### src/rtl/mtr_drv_pkg.sv
// Shared types and constants for the dual H-bridge PWM driver.
// Latency: n/a (declarations only).
// Backpressure: n/a.
package mtr_drv_pkg;

    localparam int PWM_W_DEF  = 11;
    localparam int PWM_PERIOD = 2 ** PWM_W_DEF;
    localparam int DUTY_MAX   = 2046;

    typedef enum logic [1:0] {
        IDLE = 2'd0,
        FWD  = 2'd1,
        REV  = 2'd2,
        DEAD = 2'd3
    } chan_state_t;

endpackage

### src/rtl/mtr_chan.sv
// One H-bridge side: speed magnitude, duty latch, direction FSM with dead time, PWM flops.
// Latency: duty/direction take effect at the next period boundary; PWM outputs lag cnt by one cycle.
// Backpressure: none; en low forces IDLE on the next edge.
module mtr_chan
    import mtr_drv_pkg::*;
#(
    parameter int PWM_W    = 11,
    parameter int DEADTIME = 32
) (
    input  logic             clk,
    input  logic             rst,
    input  logic             en,
    input  logic             boundary,
    input  logic [PWM_W-1:0] cnt,
    input  logic [PWM_W-1:0] spd,
    output logic             fwd,
    output logic             rev
);

    localparam logic [PWM_W-1:0] DEAD_INIT = PWM_W'(DEADTIME);

    logic [PWM_W-2:0] mag;
    logic [PWM_W-1:0] neg;
    logic [PWM_W-1:0] duty;
    logic [PWM_W-1:0] duty_q;
    logic [PWM_W-1:0] dead_cnt;
    logic             dir_req;
    logic             spd_nz;
    logic             fwd_d;
    logic             rev_d;
    chan_state_t      state;
    chan_state_t      state_nxt;
    chan_state_t      tgt;

    assign dir_req = spd[PWM_W-1];
    assign spd_nz  = (spd != '0);
    assign neg     = ~spd + PWM_W'(1);
    assign duty    = {mag, 1'b0};

    // Magnitude of the command; the most negative code cannot be negated and saturates.
    always_comb begin
        mag = spd[PWM_W-2:0];
        if (dir_req) begin
            if (neg[PWM_W-1]) mag = '1;
            else              mag = neg[PWM_W-2:0];
        end
    end

    // State register.
    always_ff @(posedge clk) begin
        if (rst) state <= IDLE;
        else     state <= state_nxt;
    end

    // Next state: en has absolute priority, reversals detour through DEAD.
    always_comb begin
        state_nxt = state;
        if (!en) begin
            state_nxt = IDLE;
        end else begin
            case (state)
                IDLE: if (boundary && spd_nz) state_nxt = dir_req ? REV : FWD;
                FWD:  if (boundary && spd_nz && dir_req)  state_nxt = DEAD;
                REV:  if (boundary && spd_nz && !dir_req) state_nxt = DEAD;
                DEAD: if (dead_cnt == PWM_W'(1)) state_nxt = tgt;
                default: state_nxt = IDLE;
            endcase
        end
    end

    // PWM compare: a leg is driven only in its own direction state.
    always_comb begin
        fwd_d = (state == FWD) && (cnt < duty_q);
        rev_d = (state == REV) && (cnt < duty_q);
    end

    // Duty latch, dead-time counter and reversal target.
    always_ff @(posedge clk) begin
        if (rst) begin
            duty_q   <= '0;
            dead_cnt <= '0;
            tgt      <= IDLE;
        end else begin
            if (boundary) duty_q <= duty;
            if (state_nxt == DEAD && state != DEAD) begin
                dead_cnt <= DEAD_INIT;
                tgt      <= dir_req ? REV : FWD;
            end else if (state == DEAD) begin
                dead_cnt <= dead_cnt - PWM_W'(1);
            end else begin
                dead_cnt <= '0;
            end
        end
    end

    // Registered bridge outputs.
    always_ff @(posedge clk) begin
        if (rst) begin
            fwd <= 1'b0;
            rev <= 1'b0;
        end else begin
            fwd <= fwd_d;
            rev <= rev_d;
        end
    end

endmodule

### src/rtl/mtr_drv.sv
// Dual-side motor driver: shared PWM counter and boundary decode feeding two channel instances.
// Latency: outputs registered, one cycle behind cnt; commands apply at the next period boundary.
// Backpressure: none; commands are sampled continuously.
module mtr_drv
    import mtr_drv_pkg::*;
#(
    parameter int PWM_W    = 11,
    parameter int DEADTIME = 32
) (
    input  logic             clk,
    input  logic             rst,
    input  logic             en,
    input  logic [PWM_W-1:0] lft_spd,
    input  logic [PWM_W-1:0] rght_spd,
    output logic             lft_fwd,
    output logic             lft_rev,
    output logic             rght_fwd,
    output logic             rght_rev,
    output logic             period_strt
);

    logic [PWM_W-1:0] cnt;
    logic             boundary;

    assign boundary = (cnt == '1);

    // Free-running period counter and period-start flag (high while cnt==0).
    always_ff @(posedge clk) begin
        if (rst) begin
            cnt         <= '0;
            period_strt <= 1'b0;
        end else begin
            cnt         <= cnt + PWM_W'(1);
            period_strt <= boundary;
        end
    end

    mtr_chan #(
        .PWM_W    (PWM_W),
        .DEADTIME (DEADTIME)
    ) u_lft (
        .clk      (clk),
        .rst      (rst),
        .en       (en),
        .boundary (boundary),
        .cnt      (cnt),
        .spd      (lft_spd),
        .fwd      (lft_fwd),
        .rev      (lft_rev)
    );

    mtr_chan #(
        .PWM_W    (PWM_W),
        .DEADTIME (DEADTIME)
    ) u_rght (
        .clk      (clk),
        .rst      (rst),
        .en       (en),
        .boundary (boundary),
        .cnt      (cnt),
        .spd      (rght_spd),
        .fwd      (rght_fwd),
        .rev      (rght_rev)
    );

endmodule

### config.mk
export PLATFORM = sky130hd
export DESIGN_NAME = mtr_drv
export DESIGN_NICKNAME = d
export VERILOG_FILES = /design/src/rtl/mtr_drv_pkg.sv /design/src/rtl/mtr_chan.sv /design/src/rtl/mtr_drv.sv
export SDC_FILE = /design/constraint.sdc
export NUM_CORES = 1
export LEC_CHECK = 0
export ABC_AREA = 1
export BUFFER_PORTS_ARGS = -buffer_cell sky130_fd_sc_hd__buf_2
export CAP_MARGIN = 10
export CORE_MARGIN = 3
export CORE_UTILIZATION = 32
export CTS_CLUSTER_SIZE = 28
export DETAILED_ROUTE_END_ITERATION = 10
export PLACE_DENSITY = 0.58
export SLEW_MARGIN = 10
export SYNTH_ARGS = -nofsm -noshare
export SYNTH_HDL_FRONTEND = slang
export SYNTH_SLANG_ARGS = --single-unit
### constraint.sdc
create_clock -name clk -period 1.9 [get_ports clk]
set_input_delay 0.38 -clock clk [delete_from_list [all_inputs] [get_ports clk]]
set_output_delay 0.38 -clock clk [all_outputs]
set_load 0.02 [all_outputs]
* After elaboration in Yosys (flattened, before gate mapping) *
Index checks and enable logic that the tools add are counted.

storage, ports and cells
  register bits = 66
  input bits = 25
  output and inout bits = 5

operators by class
  reductions and logical operators = 20
  order comparisons = 2
  add/subtract/negate cells = 5
  bitwise logic cells = 4
  mux-type cells = 22
  equal/unequal tests = 13

operators by type and width
  cell                                                                     count
  10-bit two-way mux                                                       4
  11-bit by 1-bit adder with 11-bit output (second input constant)         3
  2-bit two-way mux                                                        12
  6-bit two-way mux                                                        4
  11-bit by 1-bit equality test with 1-bit output (second input constant)  2
  11-bit < comparator                                                      2
  11-bit inverter                                                          2
  11-bit nonzero test                                                      2
  11-bit by 1-bit subtractor with 11-bit output (second input constant)    2
  2-bit case mux with 4 select lines                                       2
  2-bit equality test (second input constant)                              6
  1-bit logical AND                                                        12
  11-bit equality test (second input constant)                             1
  3-bit OR reduction                                                       2
  2-bit by 1-bit equality test with 1-bit output (second input constant)   2
  2-bit logical NOT                                                        2
  2-bit != test (second input constant)                                    2
  1-bit logical NOT                                                        2
  1-bit inverter                                                           2

* Logic depth before layout (Yosys ltp) *
Gate-level depths: netlist (run 1).

  depth after elaboration = 9
  depth in mapped cells = 10

* Hierarchy *
From an unflattened synthesis (run 1), not the netlist that was laid out.

unflattened totals
  cell total of the unflattened synthesis = 516
  area total of the unflattened synthesis = 3,693.5 sq um

modules (own cells, without submodules)
  module    area each (sq um)  seq. area each (sq um)  instances  cells an instance
  mtr_chan  1,564.0            540.5                   2          221
  mtr_drv   565.5              240.2                   1          74

* Worst setup path after synthesis (run 1) *
OpenSTA, ideal clock, no wires.

  kind = input to register
  from = in lft_spd[0]
  to = reg u_lft.dead_cnt[5]
  slack = 0.374 ns
  stages = 8
  setup time = 0.116 ns
  buffers on the path = 0
  arrival = 1.409 ns
  cell sequence = inv_1 ha_1 nand3_1 nor2_1 nand2_1 nand2_2 a21oi_4 a31o_2

between the ends
  longest elaborated chain between the ends = 9
  elaborated cells between the ends (all ways) = 12
  classes of those cells = 1 x eq/ne; 6 x mux; 5 x reduce/logical

ends and longest elaborated chain
  item                                    line                                            RTL
  start: declaration                      mtr_drv.sv:13                                   input logic [PWM_W-1:0] lft_spd,
  11-bit nonzero test (*)                 mtr_chan.sv:36                                  assign spd_nz = (spd != '0);
  1-bit logical AND (*)                   mtr_chan.sv:62, mtr_chan.sv:63, mtr_chan.sv:64
  1-bit logical AND (on tied branches)    mtr_chan.sv:64, mtr_chan.sv:63
  2-bit two-way mux (on tied branches)    mtr_chan.sv:64, mtr_chan.sv:63
  2-bit case mux with 4 select lines (*)  mtr_chan.sv:61                                  case (state)
  2-bit two-way mux (*)                   mtr_chan.sv:58                                  if (!en) begin
  2-bit equality test (*)                 mtr_chan.sv:85                                  if (state_nxt == DEAD && state != DEAD) begin
  1-bit logical AND (*)                   mtr_chan.sv:85
  6-bit two-way mux (*)                   mtr_chan.sv:85
  end signal: assignment                  mtr_chan.sv:89                                  dead_cnt <= dead_cnt - PWM_W'(1);
  end: declaration                        mtr_chan.sv:26                                  logic [PWM_W-1:0] dead_cnt;

Every way passes the cells marked *; elsewhere a longest branch is shown, timed or not.
A chain may end at the register's enable or synchronous reset.

* Final worst setup path (run 1) *
  from = reg cnt[0]
  to = reg u_lft.duty_q[5]

between the ends
  longest elaborated chain between the ends = 1

ends and longest elaborated chain
  item                      line            RTL
  start: declaration        mtr_drv.sv:22   logic [PWM_W-1:0] cnt;
  start signal: assignment  mtr_drv.sv:33   cnt <= cnt + PWM_W'(1);
  11-bit equality test      mtr_drv.sv:25   assign boundary = (cnt == '1);
  end signal: assignment    mtr_chan.sv:84  if (boundary) duty_q <= duty;
  end: declaration          mtr_chan.sv:25  logic [PWM_W-1:0] duty_q;

No other way between the ends.

==> PnR_summary.wiki, run 1 <==
{| class="wikitable"
! Metric !! Value
|-
| Proportion of layout cells with a drive suffix above 1 || 13.77%
|-
| Leading cell type in the layout, fill and taps excluded || sky130_fd_sc_hd__nand2_1
|-
| Total Neg Setup Slack || 0 ns
|-
| Antenna cells || 0
|-
| IR drop worst, VDD || 0.0004705 V
|-
| Top cell type's share of synthesized area || 36.60%
|-
| Result of the run || completed
|-
| Count of pins over their slew limit || 0
|-
| RSZ-0062 raised after global routing || false
|-
| Worst slew margin relative to its limit || 78.82%
|-
| CTS tree || done
|-
| Post-Route WL || 8069 µm
|-
| Count of input and output buffers || 29
|-
| Overall die width || 112.2 µm
|-
| DRC violation total after the first TritonRoute iteration || 175
|-
| Vias || 3,260
|-
| Minimum clock period || 1.708 ns
|-
| DRC violations left || 0
|-
| First drt pass iteration count || 4
|-
| Seq. cell area || 1321 µm²
|-
| Critical Path Start Type || flip-flop
|-
| Hold/Removal Path Class || in -> reg
|-
| Final worst path period share || 89.89%
|-
| Standby leakage power || 1.968 nW
|-
| Measured slew at the worst slew-check pin || 0.3153 ns
|-
| Antenna-violating nets left || 0
|-
| Commonest non-fill, non-tap cells in the layout || 80 x sky130_fd_sc_hd__nand2_1, 78 x sky130_fd_sc_hd__inv_1, 71 x sky130_fd_sc_hd__nor2_1
|-
| Share of the yosys chip area belonging to registers || 36.60%
|-
| Layout net count || 597
|-
| Number of H-tree branching levels || 3
|-
| Cell count after synthesis || 506
|-
| P&R area growth vs syn || 18.47%
|-
| Finished Core Util || 39.11%
|-
| Post-cts repair resize count || 0
|-
| Pwr per Cell Area || 762.5 nW/µm²
|-
| Routed wire length per instance || 11.66 µm
|-
| Buffer cell driving the clock tree root || sky130_fd_sc_hd__clkbuf_16
|-
| Synth Flop Type || sky130_fd_sc_hd__dfxtp_1
|-
| Number of antenna violations at the first check in global routing || 0
|-
| Die ar. || 12,590 µm²
|-
| Arrival time of data at the critical path endpoint || 1.91 ns
|-
| Maximum net fanout on the critical path || 11
|-
| Post-synthesis area per instance || 7.134 µm²
|-
| Data required, critical path || 2.10 ns
|-
| Max capacitance violation total || 0
|-
| Depth of the worst register-to-register path || 7
|-
| Finish-stage setup viols || 0
|-
| Aggregate global-route resource usage || 12.61%
|-
| Clock buffer depth || 2
|-
| Fraction of synthesis flops using an asynchronous set or reset pin || 0%
|-
| Syn nets || 556
|-
| Post-Route Skew || 0.004605 ns
|-
| Critical path startpoint || cnt[0]
|-
| Starting density of the core || 33.01%
|-
| Number of clock buffers inserted by TritonCTS || 9
|-
| Crit Path Class || reg -> reg
|-
| Slack of the worst reg-to-reg path || 0.19 ns
|-
| Clock network latency to the later pin of the worst-skew pair || 0.33 ns
|-
| Capturing element type of the critical path || flip-flop
|-
| Post-synth design cell area || 3610 µm²
|-
| Pin count of the biggest net entering global routing || 32
|-
| Via count of the first global-routing pass || 2,943
|-
| Clk slew on worst S/H paths || 0.06 ns
|-
| Clock sinks || 66
|-
| Per-cell via count in the routed design || 4.711
|-
| End of the critical path || u_lft.duty_q[5]
|-
| R2r startpoint || cnt[0]
|-
| Post-synth cell types || 36
|-
| Layout filler cell count || 1,141
|-
| Reg-to-reg endpoint || u_lft.duty_q[5]
|-
| Global-route wire length before repair || 13,170 µm
|-
| Core footprint || 10,940 µm²
|-
| # rows || 38
|-
| Y dimension of the die || 112.2 µm
|-
| Warnings from Yosys || 0
|-
| Routability congestion estimate from global placement || 0.8242
|-
| Grt total ovfl || 0
|-
| Count of boundary I/O pins || 30
|-
| Number of synthesized flops with an enable pin || 0
|-
| Synth top area cells || sky130_fd_sc_hd__dfxtp_1 37%, sky130_fd_sc_hd__ha_1 8.7%, sky130_fd_sc_hd__nand2_1 8.3%, sky130_fd_sc_hd__inv_1 8.1%, sky130_fd_sc_hd__nor2_1 7.4%
|-
| Final number of hold-violating endpoints || 0
|-
| Top cell type by total area after synthesis || sky130_fd_sc_hd__dfxtp_1
|-
| Number of hold buffers added after CTS || 0
|-
| HPWL after DPL || 6159 µm
|-
| Peak clock frequency supported by timing || 585.5 MHz
|-
| Count of state elements after synthesis || 66
|-
| Area used by multi-input combinational logic || 1949 µm²
|}
==> registers in the layout (all words and copies together), names as in the netlist <==
signal and cells:
u_rght.rev 1, u_lft.state 2, u_rght.duty_q 10, u_rght.dead_cnt 11
u_lft.dead_cnt 11, u_rght.fwd 1, u_lft.duty_q 10, u_lft.fwd 1
u_lft.rev 1, u_lft.tgt 2, u_rght.tgt 2, period_strt 1
cnt 11, u_rght.state 2
==> critical path: stages (launching register included) <==
cell	delay (ns)
sky130_fd_sc_hd__dfxtp_1	0.35
sky130_fd_sc_hd__ha_1	0.19
sky130_fd_sc_hd__nand2_2	0.08
sky130_fd_sc_hd__nor2_4	0.18
sky130_fd_sc_hd__nand3_4	0.19
sky130_fd_sc_hd__buf_4	0.20
sky130_fd_sc_hd__a31oi_4	0.26
sky130_fd_sc_hd__a31oi_1	0.13
==> cell type report <==
cell class,instances,share of cell area (%)
Inverter,80,7.022
Tap cell,140,4.096
Clock inverter,7,1.989
Multi-Input combinational cell,351,45.58
Clock buffer,9,5.266
Timing Repair Buffer,39,5.149
Sequential cell,66,30.90
==> what timing repair did <==
item                       CTS  global route
hold endpoints to repair     0             0
setup buffers                0             4
setup endpoints to repair    0             2
==> cells by family (layout without fill, tap and decap cells) <==
| logic type | count (synthesis) | after routing | synth area share, % |
|---|---|---|---|
| simple gates | 204 | 204 | 24.54 |
| fa+ha+maj | 25 | 25 | 8.666 |
| buf+inv | 89 | 135 | 9.393 |
| flops | 66 | 66 | 36.60 |
| xor+xnor | 12 | 12 | 2.912 |
| compound gates | 110 | 110 | 17.89 |
==> how the worst min path moves through the flow <==
stage | slack, ns | start | to | cells past startpoint
CTS | 0.33 | rght_spd[7] | u_rght.duty_q[8] | 3
finish | 0.34 | rght_spd[5] | u_rght.duty_q[6] | 3
global route | 0.35 | rght_spd[5] | u_rght.duty_q[6] | 3
floorplan | 0.42 | cnt[0] | cnt[0] | 1
detailed placement | 0.44 | cnt[0] | cnt[0] | 1
global placement | 0.43 | cnt[0] | cnt[0] | 1
==> power by group <==
group          internal (mW)  total [mW]  switching [mW]
Clock                   1.04        1.70           0.662
Combinational         0.0605       0.164           0.103
Sequential              1.39        1.39         0.00393
==> cells in the mapped netlist, types with 2 or more instances <==
| library cell | instances |
|---|---|
| sky130_fd_sc_hd__nor3_1 | 6 |
| sky130_fd_sc_hd__o2111ai_1 | 2 |
| sky130_fd_sc_hd__a31oi_1 | 11 |
| sky130_fd_sc_hd__a31oi_4 | 2 |
| sky130_fd_sc_hd__xnor2_1 | 4 |
| sky130_fd_sc_hd__o211ai_1 | 4 |
| sky130_fd_sc_hd__nor2_1 | 71 |
| sky130_fd_sc_hd__buf_2 | 4 |
| sky130_fd_sc_hd__a21boi_0 | 2 |
| sky130_fd_sc_hd__ha_1 | 25 |
| sky130_fd_sc_hd__nor2_4 | 2 |
| sky130_fd_sc_hd__clkbuf_1 | 4 |
| sky130_fd_sc_hd__o21ai_0 | 38 |
| sky130_fd_sc_hd__a21oi_1 | 44 |
| sky130_fd_sc_hd__nand2_2 | 3 |
| sky130_fd_sc_hd__dfxtp_1 | 66 |
| sky130_fd_sc_hd__nand3_1 | 25 |
| sky130_fd_sc_hd__nand4_1 | 5 |
| sky130_fd_sc_hd__inv_1 | 78 |
| sky130_fd_sc_hd__nand2_1 | 80 |
| sky130_fd_sc_hd__or2_2 | 3 |
| sky130_fd_sc_hd__o31ai_1 | 2 |
| sky130_fd_sc_hd__xor2_1 | 8 |
| sky130_fd_sc_hd__nor2_2 | 5 |
==> per-layer routing <==
metal / up-vias / wire length (µm) / global-route usage [%] / part of all wire (%)
met4: 0 / 120 / 5.369 / 1.5
li1: 1737 / - / - / -
met1: 1459 / 4071 / 17.15 / 50
met2: 52 / 3552 / 19.59 / 44
met3: 12 / 325 / 2.372 / 4.0
met5: - / 0 / 0 / 0
==> per-stage QoR <==
| stage | power (mW) | cell area (µm²) | setup WS, ns | hold WS [ns] | cells |
|---|---|---|---|---|---|
| 2_1_floorplan | 1.521 | 3610 | 0.3744 | 0.4175 | 506 |
| 3_3_place_gp | 1.586 | 3936 | 0.2229 | 0.4316 | 672 |
| 3_5_place_dp | 1.587 | 3936 | 0.1450 | 0.4424 | 672 |
| 4_1_cts | 3.302 | 4247 | 0.1275 | 0.3293 | 688 |
| 5_1_grt | 3.382 | 4277 | 0.03005 | 0.3486 | 692 |
| 6_report | 3.261 | 4277 | 0.1920 | 0.3353 | 692 |
No activity file was read; power rests on OpenSTA's default activity.
==> inputs of run 2 (changes only) <==
Settings changed: CELL_PAD_IN_SITES_DETAIL_PLACEMENT from default to 0, CELL_PAD_IN_SITES_GLOBAL_PLACEMENT from default to 1, PLACE_DENSITY 0.58 to 0.72.
==> PnR_summary.wiki, run 2 (synthesized netlist as in run 1, its figures left out) <==
{| class="wikitable"
! Metric !! Value
|-
| Result of the run || completed
|-
| Comb power frac || 4.9% (about the same)
|-
| Total instance count after detailed placement || 673 (+0.15%)
|-
| Antenna-violating nets left || 0 (unchanged)
|-
| Crit Path Class || reg -> reg
|-
| DRC violation total after the first TritonRoute iteration || 177 (+1.1%)
|-
| Aggregate global-route resource usage || 13.53% (+0.92 points)
|-
| Crit-path slowest cell || sky130_fd_sc_hd__dfxtp_1
|-
| First drt pass iteration count || 4 (unchanged)
|-
| Antenna cells || 0 (unchanged)
|-
| Pwr per Cell Area || 766.4 nW/µm² (+0.52%)
|-
| Leading cell type in the layout, fill and taps excluded || sky130_fd_sc_hd__nand2_1
|-
| Final Instance Count excl. Fillers || 695 (+0.43%)
|-
| Slowest stage delay, CP || 0.35 ns (about the same)
|-
| Number of antenna violations at the first check in global routing || 0 (unchanged)
|-
| Measured slew at the worst slew-check pin || 0.3471 ns (+0.03177 ns)
|-
| Maximum net fanout on the critical path || 8 (-3)
|-
| Y dimension of the die || 112.2 µm (unchanged)
|-
| Vias || 3,258 (-0.061%)
|-
| Standby leakage power || 1.985 nW (+0.87%)
|-
| Cell-by-cell trace of the critical path || ha_1 > nand2_2 > nor2_4 > nand3_4 > buf_4 > a31oi_4 > a31oi_1
|-
| Pin count of the biggest net entering global routing || 32 (unchanged)
|-
| # rows || 38 (unchanged)
|-
| Capturing element type of the critical path || flip-flop
|-
| Commonest non-fill, non-tap cells in the layout || 80 x sky130_fd_sc_hd__nand2_1, 78 x sky130_fd_sc_hd__inv_1, 71 x sky130_fd_sc_hd__nor2_1
|-
| Clock network latency to the later pin of the worst-skew pair || 0.33 ns (about the same)
|-
| Routed wire length per instance || 11.57 µm (-0.80%)
|-
| Final number of hold-violating endpoints || 0 (unchanged)
|-
| Critical Path Start Type || flip-flop
|-
| HPWL after DPL || 6132 µm (-0.44%)
|-
| Die ar. || 12,590 µm² (unchanged)
|-
| Count of boundary I/O pins || 30 (unchanged)
|-
| Clk slew on worst S/H paths || 0.05 ns (about the same)
|-
| Net switching fraction of the power || 20.91% (-2.7 points)
|-
| Finish-stage setup viols || 0 (unchanged)
|-
| CTS tree || done
|-
| Clock network power share || 52.8% (+0.5 points)
|-
| Via count of the first global-routing pass || 3,006 (+2.1%)
|-
| Overall die width || 112.2 µm (unchanged)
|-
| Hold/Removal Path Class || in -> reg
|-
| Clock sinks || 66 (unchanged)
|-
| Registers with the most flip-flops || cnt: 11 flops, u_lft.dead_cnt: 11 flops, u_rght.dead_cnt: 11 flops
|-
| DRC violations left || 0 (unchanged)
|-
| Post-layout total power || 3.301 mW (+1.2%)
|-
| P&R area growth vs syn || 19.31%
|-
| Post-Route Skew || 0.004316 ns (-0.0002899 ns)
|-
| Data required, critical path || 2.10 ns (about the same)
|-
| Count of input and output buffers || 29 (unchanged)
|-
| IR drop worst, VDD || 0.0006038 V (+28%)
|-
| Net switching power || 690.2 µW (-10%)
|-
| Worst slew margin relative to its limit || 76.68% (-2.1 points)
|-
| Part of the power in registers || 42.2% (-0.5 points)
|-
| Starting density of the core || 33.01% (unchanged)
|-
| Layout filler cell count || 1,172 (+2.7%)
|-
| Internal power of the cells || 2.611 mW (+4.8%)
|-
| Proportion of layout cells with a drive suffix above 1 || 13.87% (+0.11 points)
|-
| Finished Core Util || 39.38% (+0.27 points)
|-
| Post-Route WL || 8039 µm (-0.37%)
|-
| Core footprint || 10,940 µm² (unchanged)
|-
| Peak clock frequency supported by timing || 594.3 MHz (+1.5%)
|-
| Grt total ovfl || 0 (unchanged)
|-
| Post-cts repair resize count || 0 (unchanged)
|-
| Routability congestion estimate from global placement || 0.7921 (-3.9%)
|-
| Number of clock buffers inserted by TritonCTS || 9 (unchanged)
|-
| Buffer cell driving the clock tree root || sky130_fd_sc_hd__clkbuf_16
|-
| Global-route wire length before repair || 13,950 µm (+6.0%)
|-
| Clock buffer depth || 2 (unchanged)
|-
| Number of H-tree branching levels || 3 (unchanged)
|-
| Max capacitance violation total || 0 (unchanged)
|-
| Minimum clock period || 1.683 ns (-0.02532 ns)
|-
| Layout net count || 600 (+0.50%)
|-
| Arrival time of data at the critical path endpoint || 1.88 ns (-0.03 ns)
|-
| Per-cell via count in the routed design || 4.688 (-0.49%)
|-
| Final worst path period share || 88.56% (-1.3 points)
|-
| Count of pins over their slew limit || 0 (unchanged)
|}
-- run 2: area by class of cell --
type | instances | area, µm² | share of cell area [%]
clock inverters | 1 | 30.03 | 0.6973
inverters | 80 | 300.3 | 6.973
clock buffers | 15 | 287.8 | 6.682
repair buffers | 42 | 242.7 | 5.636
flip-flops and latches | 66 | 1321 | 30.68
well taps | 140 | 175.2 | 4.067
multi-input cells | 351 | 1949 | 45.26
-- run 2: worst paths after layout --
check	start	to	slack, ns	cells after the start
setup / recovery	cnt[0]	u_lft.duty_q[7]	0.22	7
hold / removal	rght_spd[7]	u_rght.duty_q[8]	0.33	3
setup reg to reg	cnt[0]	u_lft.duty_q[7]	0.22	7
hold reg to reg	cnt[0]	cnt[0]	0.44	1
-- run 2: routing by layer --
metal	global-route usage (%)	share of wire, %	wire length, µm	up-vias
li1	-	-	-	1734
met1	18.45	49	3965	1461
met2	20.70	46	3680	55
met3	4.205	3.6	292	8
met4	3.846	1.2	100	0
met5	0	0	0	-
-- run 2: worst max-delay path: cells and delay by family, from the launching register on --
| family | cells | cell delay, ns |
|---|---|---|
| AND/OR/NAND/NOR | 3 | 0.44 |
| AO/OA/AOI/OAI | 2 | 0.40 |
| flip-flops | 1 | 0.35 |
| buffers and inverters | 1 | 0.18 |
| adder cells (fa/ha/maj) | 1 | 0.19 |
-- run 2: stage by stage --
| step | worst slack (ns) | hold slack (ns) | setup TNS, ns | instance area [µm²] |
|---|---|---|---|---|
| after floorplan | 0.3744 | 0.4175 | 0 | 3610 |
| after global placement | 0.1493 | 0.4313 | 0 | 3944 |
| after CTS | 0.1809 | 0.3213 | 0 | 4262 |
| after detailed placement | 0.1186 | 0.4448 | 0 | 3944 |
| final | 0.2173 | 0.3325 | 0 | 4307 |
| after global routing | -0.002598 | 0.3367 | -0.002598 | 4307 |
-- run 2: power groups by stage --
stage / Clock [mW] / Sequential [mW] / Combinational, mW
global placement: 0 / 1.42 / 0.165
floorplan: 0 / 1.42 / 0.0974
CTS: 1.81 / 1.39 / 0.166
detailed placement: 0 / 1.42 / 0.165
global route: 1.86 / 1.39 / 0.191
finish: 1.74 / 1.39 / 0.163
-- run 2: repair_timing --
action,in CTS,in global routing
hold endpoints to repair,0,0
hold buffers,0,0
endpoints found under the setup margin,0,1
buffers inserted,0,6
